--- src/rtl/uart_pkg.sv ---
// Shared UART definitions: receiver FSM state type, parity mode encodings and the
// baud divisor helper used by both the RX and TX sides.
package uart_pkg;

    typedef enum logic [2:0] {
        StIdle,
        StStart,
        StData,
        StParity,
        StStop,
        StBreakWait
    } uart_rx_state_t;

    localparam int unsigned PAR_NONE = 0;
    localparam int unsigned PAR_ODD  = 1;
    localparam int unsigned PAR_EVEN = 2;

    // Core clocks per bit time.
    function automatic int unsigned uart_delay_frames(input int unsigned freq_mhz,
                                                      input int unsigned baud);
        return (freq_mhz * 1000000) / baud;
    endfunction

endpackage

--- src/rtl/sync_2ff.sv ---
// Two-flop synchronizer for a single asynchronous input.
// Ports:
//   clk   - destination clock
//   rst_n - asynchronous active-low reset; both flops reset to 1 (idle-high lines)
//   d     - asynchronous input
//   q     - synchronized output, two cycles of latency
module sync_2ff (
    input  logic clk,
    input  logic rst_n,
    input  logic d,
    output logic q
);

    logic [1:0] ff_q;

    always_ff @(posedge clk or negedge rst_n) begin
        if (!rst_n) begin
            ff_q <= 2'b11;
        end else begin
            ff_q <= {ff_q[0], d};
        end
    end

    assign q = ff_q[1];

endmodule

--- src/rtl/uart_rx_cfg.sv ---
// Configurable UART receiver: DATA_BITS payload (5..9), none/odd/even parity, 1 or 2
// stop bits. Single-entry holding register with valid/ready handshake.
// Ports:
//   clk, rst_n  - core clock, asynchronous active-low reset
//   uart_rx     - asynchronous serial line, idle high
//   rdata       - received payload (LSB first on the wire)
//   rvalid      - rdata/frame_err/parity_err valid; held until rvalid && rready
//   rready      - consumer accepts the word
//   frame_err   - a stop bit was sampled low for this word
//   parity_err  - parity mismatch for this word (0 when parity is disabled)
//   overrun     - sticky: a completed frame was dropped because the holding reg was full
//   break_det   - one-cycle pulse when a break is detected
module uart_rx_cfg
    import uart_pkg::*;
#(
    parameter int unsigned FREQUENCY_MHz = 27,
    parameter int unsigned BAUDRATE      = 115200,
    parameter int unsigned DATA_BITS     = 8,
    parameter int unsigned PARITY        = 0,
    parameter int unsigned STOP_BITS     = 1
) (
    input  logic                 clk,
    input  logic                 rst_n,
    input  logic                 uart_rx,
    output logic [DATA_BITS-1:0] rdata,
    output logic                 rvalid,
    input  logic                 rready,
    output logic                 frame_err,
    output logic                 parity_err,
    output logic                 overrun,
    output logic                 break_det
);

`ifdef FAST_UART
    localparam int unsigned DELAY_FRAMES = 2;
`else
    localparam int unsigned DELAY_FRAMES = uart_delay_frames(FREQUENCY_MHz, BAUDRATE);
`endif
    localparam int unsigned HALF = DELAY_FRAMES / 2;
    localparam int unsigned CW   = $clog2(DELAY_FRAMES) + 1;
    localparam int unsigned IW   = $clog2(DATA_BITS);

    localparam logic [CW-1:0] CNT_BIT   = CW'(DELAY_FRAMES - 1);
    localparam logic [CW-1:0] CNT_HALF  = CW'(HALF - 1);
    localparam logic [IW-1:0] IDX_LAST  = IW'(DATA_BITS - 1);
    localparam logic          STOP_LAST = 1'(STOP_BITS - 1);

    if (DATA_BITS < 5 || DATA_BITS > 9) begin : g_bad_data_bits
        $error("uart_rx_cfg: DATA_BITS must be in 5..9");
    end
    if (PARITY > PAR_EVEN) begin : g_bad_parity
        $error("uart_rx_cfg: PARITY must be 0, 1 or 2");
    end
    if (STOP_BITS < 1 || STOP_BITS > 2) begin : g_bad_stop_bits
        $error("uart_rx_cfg: STOP_BITS must be 1 or 2");
    end

    logic rxs;

    sync_2ff u_sync (
        .clk   (clk),
        .rst_n (rst_n),
        .d     (uart_rx),
        .q     (rxs)
    );

    uart_rx_state_t       state_q, state_d;
    logic [CW-1:0]        cnt_q, cnt_d;
    logic [IW-1:0]        idx_q, idx_d;
    logic [DATA_BITS-1:0] shreg_q, shreg_d;
    logic                 pbit_q, pbit_d;
    logic                 stop_idx_q, stop_idx_d;
    logic                 stop0_q, stop0_d;
    logic                 ferr_q, ferr_d;

    logic [DATA_BITS-1:0] rdata_q, rdata_d;
    logic                 rvalid_q, rvalid_d;
    logic                 frame_err_q, frame_err_d;
    logic                 parity_err_q, parity_err_d;
    logic                 overrun_q, overrun_d;
    logic                 break_q, break_d;

    logic bit_tick;
    logic complete;
    logic ferr_now;
    logic perr_now;
    logic first_stop;
    logic is_break;
    logic accept;
    logic load;
    logic drop;

    always_comb begin
        state_d    = state_q;
        cnt_d      = cnt_q;
        idx_d      = idx_q;
        shreg_d    = shreg_q;
        pbit_d     = pbit_q;
        stop_idx_d = stop_idx_q;
        stop0_d    = stop0_q;
        ferr_d     = ferr_q;
        complete   = 1'b0;
        bit_tick   = (cnt_q == CNT_BIT);

        unique case (state_q)
            StIdle: begin
                if (!rxs) begin
                    state_d = StStart;
                    cnt_d   = '0;
                end
            end
            StStart: begin
                if (cnt_q == CNT_HALF) begin
                    // Line back high at mid start bit: noise, drop silently.
                    if (rxs) begin
                        state_d = StIdle;
                    end else begin
                        state_d    = StData;
                        cnt_d      = '0;
                        idx_d      = '0;
                        stop_idx_d = 1'b0;
                        ferr_d     = 1'b0;
                    end
                end else begin
                    cnt_d = cnt_q + 1'b1;
                end
            end
            StData: begin
                if (bit_tick) begin
                    cnt_d          = '0;
                    shreg_d[idx_q] = rxs;
                    if (idx_q == IDX_LAST) begin
                        state_d = (PARITY != PAR_NONE) ? StParity : StStop;
                    end else begin
                        idx_d = idx_q + 1'b1;
                    end
                end else begin
                    cnt_d = cnt_q + 1'b1;
                end
            end
            StParity: begin
                if (bit_tick) begin
                    cnt_d   = '0;
                    pbit_d  = rxs;
                    state_d = StStop;
                end else begin
                    cnt_d = cnt_q + 1'b1;
                end
            end
            StStop: begin
                if (bit_tick) begin
                    cnt_d  = '0;
                    ferr_d = ferr_q | ~rxs;
                    if (stop_idx_q == 1'b0) begin
                        stop0_d = rxs;
                    end
                    if (stop_idx_q == STOP_LAST) begin
                        complete = 1'b1;
                    end else begin
                        stop_idx_d = 1'b1;
                    end
                end else begin
                    cnt_d = cnt_q + 1'b1;
                end
            end
            StBreakWait: begin
                if (rxs) begin
                    state_d = StIdle;
                end
            end
            default: state_d = StIdle;
        endcase

        // Frame completion uses the stop sample taken this very cycle.
        ferr_now   = ferr_q | ~rxs;
        first_stop = (STOP_BITS == 1) ? rxs : stop0_q;
        perr_now   = (PARITY == PAR_NONE) ? 1'b0
                                          : ((^shreg_q ^ pbit_q) != (PARITY == PAR_ODD));
        is_break   = (shreg_q == '0) && ((PARITY == PAR_NONE) || !pbit_q) && !first_stop;

        if (complete) begin
            // A low stop bit means the line may still be low; wait for idle first.
            state_d = (is_break || ferr_now) ? StBreakWait : StIdle;
        end

        accept = rvalid_q && rready;
        load   = complete && !is_break && (!rvalid_q || rready);
        drop   = complete && !is_break && rvalid_q && !rready;

        rvalid_d     = load | (rvalid_q & ~accept);
        rdata_d      = load ? shreg_q : rdata_q;
        frame_err_d  = load ? ferr_now : frame_err_q;
        parity_err_d = load ? perr_now : parity_err_q;
        overrun_d    = drop ? 1'b1 : (accept ? 1'b0 : overrun_q);
        break_d      = complete && is_break;
    end

    always_ff @(posedge clk or negedge rst_n) begin
        if (!rst_n) begin
            state_q      <= StIdle;
            cnt_q        <= '0;
            idx_q        <= '0;
            shreg_q      <= '0;
            pbit_q       <= 1'b0;
            stop_idx_q   <= 1'b0;
            stop0_q      <= 1'b0;
            ferr_q       <= 1'b0;
            rdata_q      <= '0;
            rvalid_q     <= 1'b0;
            frame_err_q  <= 1'b0;
            parity_err_q <= 1'b0;
            overrun_q    <= 1'b0;
            break_q      <= 1'b0;
        end else begin
            state_q      <= state_d;
            cnt_q        <= cnt_d;
            idx_q        <= idx_d;
            shreg_q      <= shreg_d;
            pbit_q       <= pbit_d;
            stop_idx_q   <= stop_idx_d;
            stop0_q      <= stop0_d;
            ferr_q       <= ferr_d;
            rdata_q      <= rdata_d;
            rvalid_q     <= rvalid_d;
            frame_err_q  <= frame_err_d;
            parity_err_q <= parity_err_d;
            overrun_q    <= overrun_d;
            break_q      <= break_d;
        end
    end

    assign rdata      = rdata_q;
    assign rvalid     = rvalid_q;
    assign frame_err  = frame_err_q;
    assign parity_err = parity_err_q;
    assign overrun    = overrun_q;
    assign break_det  = break_q;

endmodule

--- config.mk ---
export PLATFORM = sky130hd
export DESIGN_NAME = uart_rx_cfg
export DESIGN_NICKNAME = d
export VERILOG_FILES = /design/src/rtl/uart_pkg.sv /design/src/rtl/sync_2ff.sv /design/src/rtl/uart_rx_cfg.sv
export SDC_FILE = /design/constraint.sdc
export NUM_CORES = 1
export LEC_CHECK = 0
export BUFFER_PORTS_ARGS = -buffer_cell sky130_fd_sc_hd__buf_2
export CAP_MARGIN = 20
export CORE_MARGIN = 2
export CORE_UTILIZATION = 45
export DETAILED_ROUTE_END_ITERATION = 7
export GPL_TIMING_DRIVEN = 0
export MAX_ROUTING_LAYER = met4
export PLACE_DENSITY_LB_ADDON = 0.25
export SYNTH_ARGS = -nofsm -noshare
export SYNTH_HDL_FRONTEND = slang
export SYNTH_SLANG_ARGS = --single-unit
export TNS_END_PERCENT = 30
--- constraint.sdc ---
create_clock -name clk -period 5.1 [get_ports clk]
set_input_delay 0.51 -clock clk [delete_from_list [all_inputs] [get_ports clk]]
set_output_delay 0.51 -clock clk [all_outputs]
set_load 0.02 [all_outputs]
### Word level (Yosys, flattened, before mapping)

Index checks and enable logic that the tools add are counted.

| word-level totals | value |
|---|---|
| flip-flop bits (word level) | 39 |
| input port bits | 4 |
| output and inout port bits | 13 |
| word-level logic and storage cells | 100 |

| cells by class | value |
|---|---|
| add/sub/neg operators | 2 |
| magnitude comparators | 2 |
| equal/unequal tests | 20 |
| multiplexer cells | 34 |
| bitwise gates (word level) | 5 |
| reduce and logical (&&, ||, !) cells | 25 |

Operator list:

| operator | number |
|---|---|
| $mux 3 | 12 |
| $mux 9 | 3 |
| $pmux 9 s3 | 1 |
| $pmux 3 s6 | 1 |
| $ne 3x3->1 const B | 5 |
| $ne 2x2->1 const B | 6 |
| $mux 1 | 11 |
| $add 9x1->9 const B | 1 |
| $eq 3x3->1 const B | 3 |
| $eq 9x7->1 const B | 1 |
| $eq 9x8->1 const B | 1 |
| $bwmux 8 | 1 |
| $logic_and 1x1->1 | 8 |
| $logic_not 8->1 | 1 |
| $reduce_and 7->1 | 1 |
| $eq 3x2->1 const B | 2 |
| $pmux 3 s2 | 1 |
| $reduce_bool 2->1 | 3 |
| $reduce_and 5->1 | 1 |
| $logic_not 1->1 | 4 |
| $lt 3x4->1 const B | 1 |
| $pmux 1 s2 | 2 |
| $reduce_and 4->1 | 1 |
| $add 3x1->3 const B | 1 |
| 13 further kinds | 16 |

### Depth between registers and ports, before layout

| depth | value |
|---|---|
| depth in word-level cells | 7 |
| mapped depth | 9 |
| mapped depth without buffers | 7 |

### Cells and area by module

A second synthesis with hierarchy kept.

| second synthesis, totals | value |
|---|---|
| cell total of the unflattened synthesis | 191 |
| area total of the unflattened synthesis | 1,936.9 um2 |

By module, submodules not included:

| module | times used | cells an instance | area an instance (um2) | sequential area each (um2) |
|---|---|---|---|---|
| uart_rx_cfg | 1 | 189 | 1,884.3 | 900.9 |
| sync_2ff | 1 | 2 | 52.6 | 52.6 |

### Worst setup path after synthesis

Ideal clock, no wire load.

| timing | value |
|---|---|
| kind | reg-to-reg |
| from | reg cnt_q[4] |
| to | reg state_q[0] |
| arrival time | 2.013 ns |
| required time | 4.972 ns |
| setup slack | 2.959 ns |
| cell stages (with the launch flop) | 6 |
| buffers on the path | 0 |
| cells stage by stage | dfrtp_1 -> or3b_1 -> or4_4 -> a211o_1 -> a31oi_2 -> mux2_1 |

| on the way | value |
|---|---|
| word-level cells in the longest chain between the ends | 5 |

RTL lines:

| what | line | text |
|---|---|---|
| from (decl) | uart_rx_cfg.sv:68 | `logic [CW-1:0] cnt_q, cnt_d;` |
| from (signal assigned) | uart_rx_cfg.sv:216 | `cnt_q <= cnt_d;` |
| $eq 9x8->1 | uart_rx_cfg.sv:103 | `bit_tick = (cnt_q == CNT_BIT);` |
| $mux 1 | uart_rx_cfg.sv:151 | `if (bit_tick) begin` |
| $mux 1 | uart_rx_cfg.sv:105 | `unique case (state_q)` |
| $ne 3x3->1 (no source line), or another cell as far along | - |  |
| $reduce_and 7->1 (no source line) | - |  |
| to (signal assigned) | uart_rx_cfg.sv:200 | `state_q <= StIdle;` |
| to (signal assigned) | uart_rx_cfg.sv:215 | `state_q <= state_d;` |
| to (decl) | uart_rx_cfg.sv:67 | `uart_rx_state_t state_q, state_d;` |

Several ways; a longest one is shown, not always the timed one.
A chain may end at the register's enable or synchronous reset.

### Worst setup path after layout

| timing | value |
|---|---|
| from | reg cnt_q[0] |
| to | reg cnt_q[4] |

| on the way | value |
|---|---|
| word-level cells in the longest chain between the ends | 3 |

RTL lines:

| what | line |
|---|---|
| $add 9x1->9, or another cell as far along | - |
| $mux 9 (on tied branches) | - |
| $pmux 9 s3 * | uart_rx_cfg.sv:105 |

Every way passes the cells marked *; elsewhere a longest branch is shown, timed or not.

==> impl_metrics.json <==
{
  "grt_antenna_before_repair": 0,
  "overflow": 0,
  "drt_iter0_markers": 99,
  "pin_count": 17,
  "whs_ns": 0.309,
  "postCtsSetupBuffers": 0,
  "crit_path_start": "cnt_q[0]",
  "endpoint": "cnt_q[4]",
  "critPathMaxFanout": 10,
  "synthCells": 180,
  "rsz0062_at_grt": "no",
  "setup.worst_path.start_class": "register",
  "grtUsageMet3": 0.0552,
  "outcome": "finished, final reports clean",
  "arrival_ns": 2.51,
  "synthArstFlopShare": 1.00,
  "rows": 23,
  "initial_core_util": 0.476,
  "clk_path_buf_depth": 2,
  "clock_sinks": 38,
  "multiInputGateArea_um2": 926,
  "leakage_uw": 0.00108,
  "grt_busiest_layer": "met2",
  "r2r-end": "cnt_q[4]",
  "fin_skew_ns": 0.00385,
  "period_needed_ns": 2.34,
  "layout_common_cells": "dfrtp_1, buf_2, mux2_2",
  "drv_cap": 0,
  "synth_edf_count": 0,
  "grt_pass1_wl_mm": 6.46,
  "cts.clk_slew.worst_paths_ns": 0.07,
  "drc": 0,
  "synthFlopType": "dfrtp_1",
  "worst_pin_slew_ns": 0.820,
  "numCtsBuffers": 5,
  "hpwl_mm": 2.76,
  "grt_start_max_net_pins": 39,
  "post_cts_resized": 0,
  "hp-class": "in -> async",
  "synth_nets": 189,
  "fp.dieW_um": 69.8,
  "vias_per_cell": 5.75,
  "yosys_warnings": 0,
  "nFillCells": 364,
  "synth_area_per_cell_um2": 10.8,
  "grt_usage": 0.173,
  "cts_tree": "yes",
  "cts_hold_buffers": 0,
  "fin_crit_sh": 0.459,
  "grtUsageMet2": 0.267,
  "power_density_mw_per_mm2": 244,
  "seq_area_um2": 953,
  "syn_area_mm2": 0.00195,
  "ir_drop_v": 0.000116,
  "crit_type": "reg -> reg",
  "place_congestion": 0.870,
  "r2r_setup_slack_ns": 2.76,
  "crit_required_ns": 5.26,
  "r2r.worst_path.cells": 9,
  "wirelength_mm": 3.80,
  "setup_viol": 0,
  "drt_pass1_iterations": 4,
  "hold_violations": 0,
  "layout_commonest_cell": "dfrtp_1",
  "ys_ff_latch": 38,
  "reg2reg_from": "cnt_q[0]",
  "slew_violations": 0,
  "vias": 1455,
  "grt_use_met1": 0.206,
  "num_antenna_cells": 0,
  "nets": 211,
  "drive_gt1_frac": 0.256,
  "ant_nets": 0,
  "synth-seq-area-share": 0.490,
  "synth.distinct_cells": 44,
  "clock.fmax_mhz": 427,
  "relSlewSlack": 0.453,
  "area_growth_pct": 11.8,
  "grt_pass1_vias": 1416,
  "core_mm2": 0.00409,
  "clockRootBuffer": "clkbuf_8",
  "routedWlPerCell_um": 15.0,
  "power.total_uw": 531,
  "io_buffers": 15,
  "clk_latency_ns": 0.29,
  "htreeDepth": 2,
  "die_h_um": 69.8,
  "setup_tns_ns": 0,
  "dieArea_mm2": 0.00487,
  "endpoint_kind": "register"
}
## registers in the layout, indices dropped and copies added, names as in the netlist, 2 cells and up
register	flops
u_sync.ff_q	2
cnt_q	9
state_q	3
shreg_q	8
rdata	8
idx_q	3
## through the flow
stage,std cells,instance area (µm²),worst slack [ns],util
2_1_floorplan,180,1950,2.96,-
3_3_place_gp,245,2080,2.83,0.510
3_5_place_dp,245,2080,2.75,0.510
4_1_cts,253,2180,2.74,0.532
5_1_grt,253,2180,2.54,0.532
6_report,253,2180,2.76,0.532
## synthesized netlist by cell type, types with 2 or more instances
| cell | n | area, µm² |
|---|---|---|
| dfrtp_1 | 36 | 901 |
| mux2_2 | 18 | 203 |
| nand2_1 | 15 | 56.3 |
| nand3_1 | 8 | 40.0 |
| nor2_1 | 8 | 30.0 |
| nand2b_1 | 7 | 43.8 |
| clkbuf_1 | 6 | 22.5 |
| inv_1 | 6 | 22.5 |
| o21ai_0 | 6 | 30.0 |
| a21oi_1 | 5 | 25.0 |
| a22o_1 | 5 | 43.8 |
| ha_1 | 5 | 62.6 |
| and3_1 | 4 | 25.0 |
| nor3_1 | 4 | 20.0 |
| a31oi_1 | 3 | 18.8 |
| buf_2 | 3 | 15.0 |
| nand3b_1 | 3 | 22.5 |
| o31ai_1 | 3 | 22.5 |
| xor2_1 | 3 | 26.3 |
| dfstp_2 | 2 | 52.6 |
| mux2_1 | 2 | 22.5 |
| nand4b_1 | 2 | 17.5 |
| nor3b_1 | 2 | 15.0 |
| nor4_1 | 2 | 12.5 |
| or3b_2 | 2 | 17.5 |
| or4_1 | 2 | 15.0 |
## per-layer routing
layer	share of wire	wire, µm
met1	0.45	1720
met2	0.48	1840
met4	0.017	63
met5	0	0
met3	0.047	177
## power breakdown
| part | internal [µW] | switching, µW | leakage [µW] |
|---|---|---|---|
| clock network | 109 | 103 | 0.0000482 |
| registers | 303 | 1.20 | 0.000508 |
| logic | 3.47 | 10.4 | 0.000525 |
## cell type report
class | instances | share of cell area
flip-flops and latches | 38 | 0.438
inverters | 6 | 0.0104
clock inverters | 1 | 0.00230
well taps | 50 | 0.0288
clock buffers | 7 | 0.0397
repair buffers | 15 | 0.0345
plain buffers | 10 | 0.0207
multi-input cells | 126 | 0.426
## logic make-up (layout without fill, tap and decap cells)
group	Yosys count	after routing	synth area share
DFF	38	38	0.490
muxes	20	20	0.116
AOI/OAI and AO/OA	31	31	0.114
and+or+nand+nor	66	66	0.198
adders and majority gates	5	5	0.0321
xor gates and xnor gates	3	3	0.0135
buffers and inverters	16	39	0.0347
other	1	1	0.00193
## worst min-delay path by stage
stage	startpoint	endpoint	slack [ns]	cells after the start
3_5_place_dp	u_sync.ff_q[0]	u_sync.ff_q[1]	0.35	0
2_1_floorplan	rst_n	break_det	0.21	0
3_3_place_gp	u_sync.ff_q[0]	u_sync.ff_q[1]	0.35	0
4_1_cts	uart_rx	u_sync.ff_q[0]	0.31	1
5_1_grt	uart_rx	u_sync.ff_q[0]	0.30	1
6_report	rst_n	shreg_q[7]	0.31	1
## critical path: stages (launching register included)
cell	delay [ns]
dfrtp_1	0.41
inv_1	0.10
ha_1	0.16
nand4b_1	0.08
or4_1	0.40
clkbuf_1	0.21
a32o_1	0.35
clkbuf_1	0.25
nand4_1	0.15
o21ai_0	0.11
Note: power is estimated with default switching activity, not from simulation.
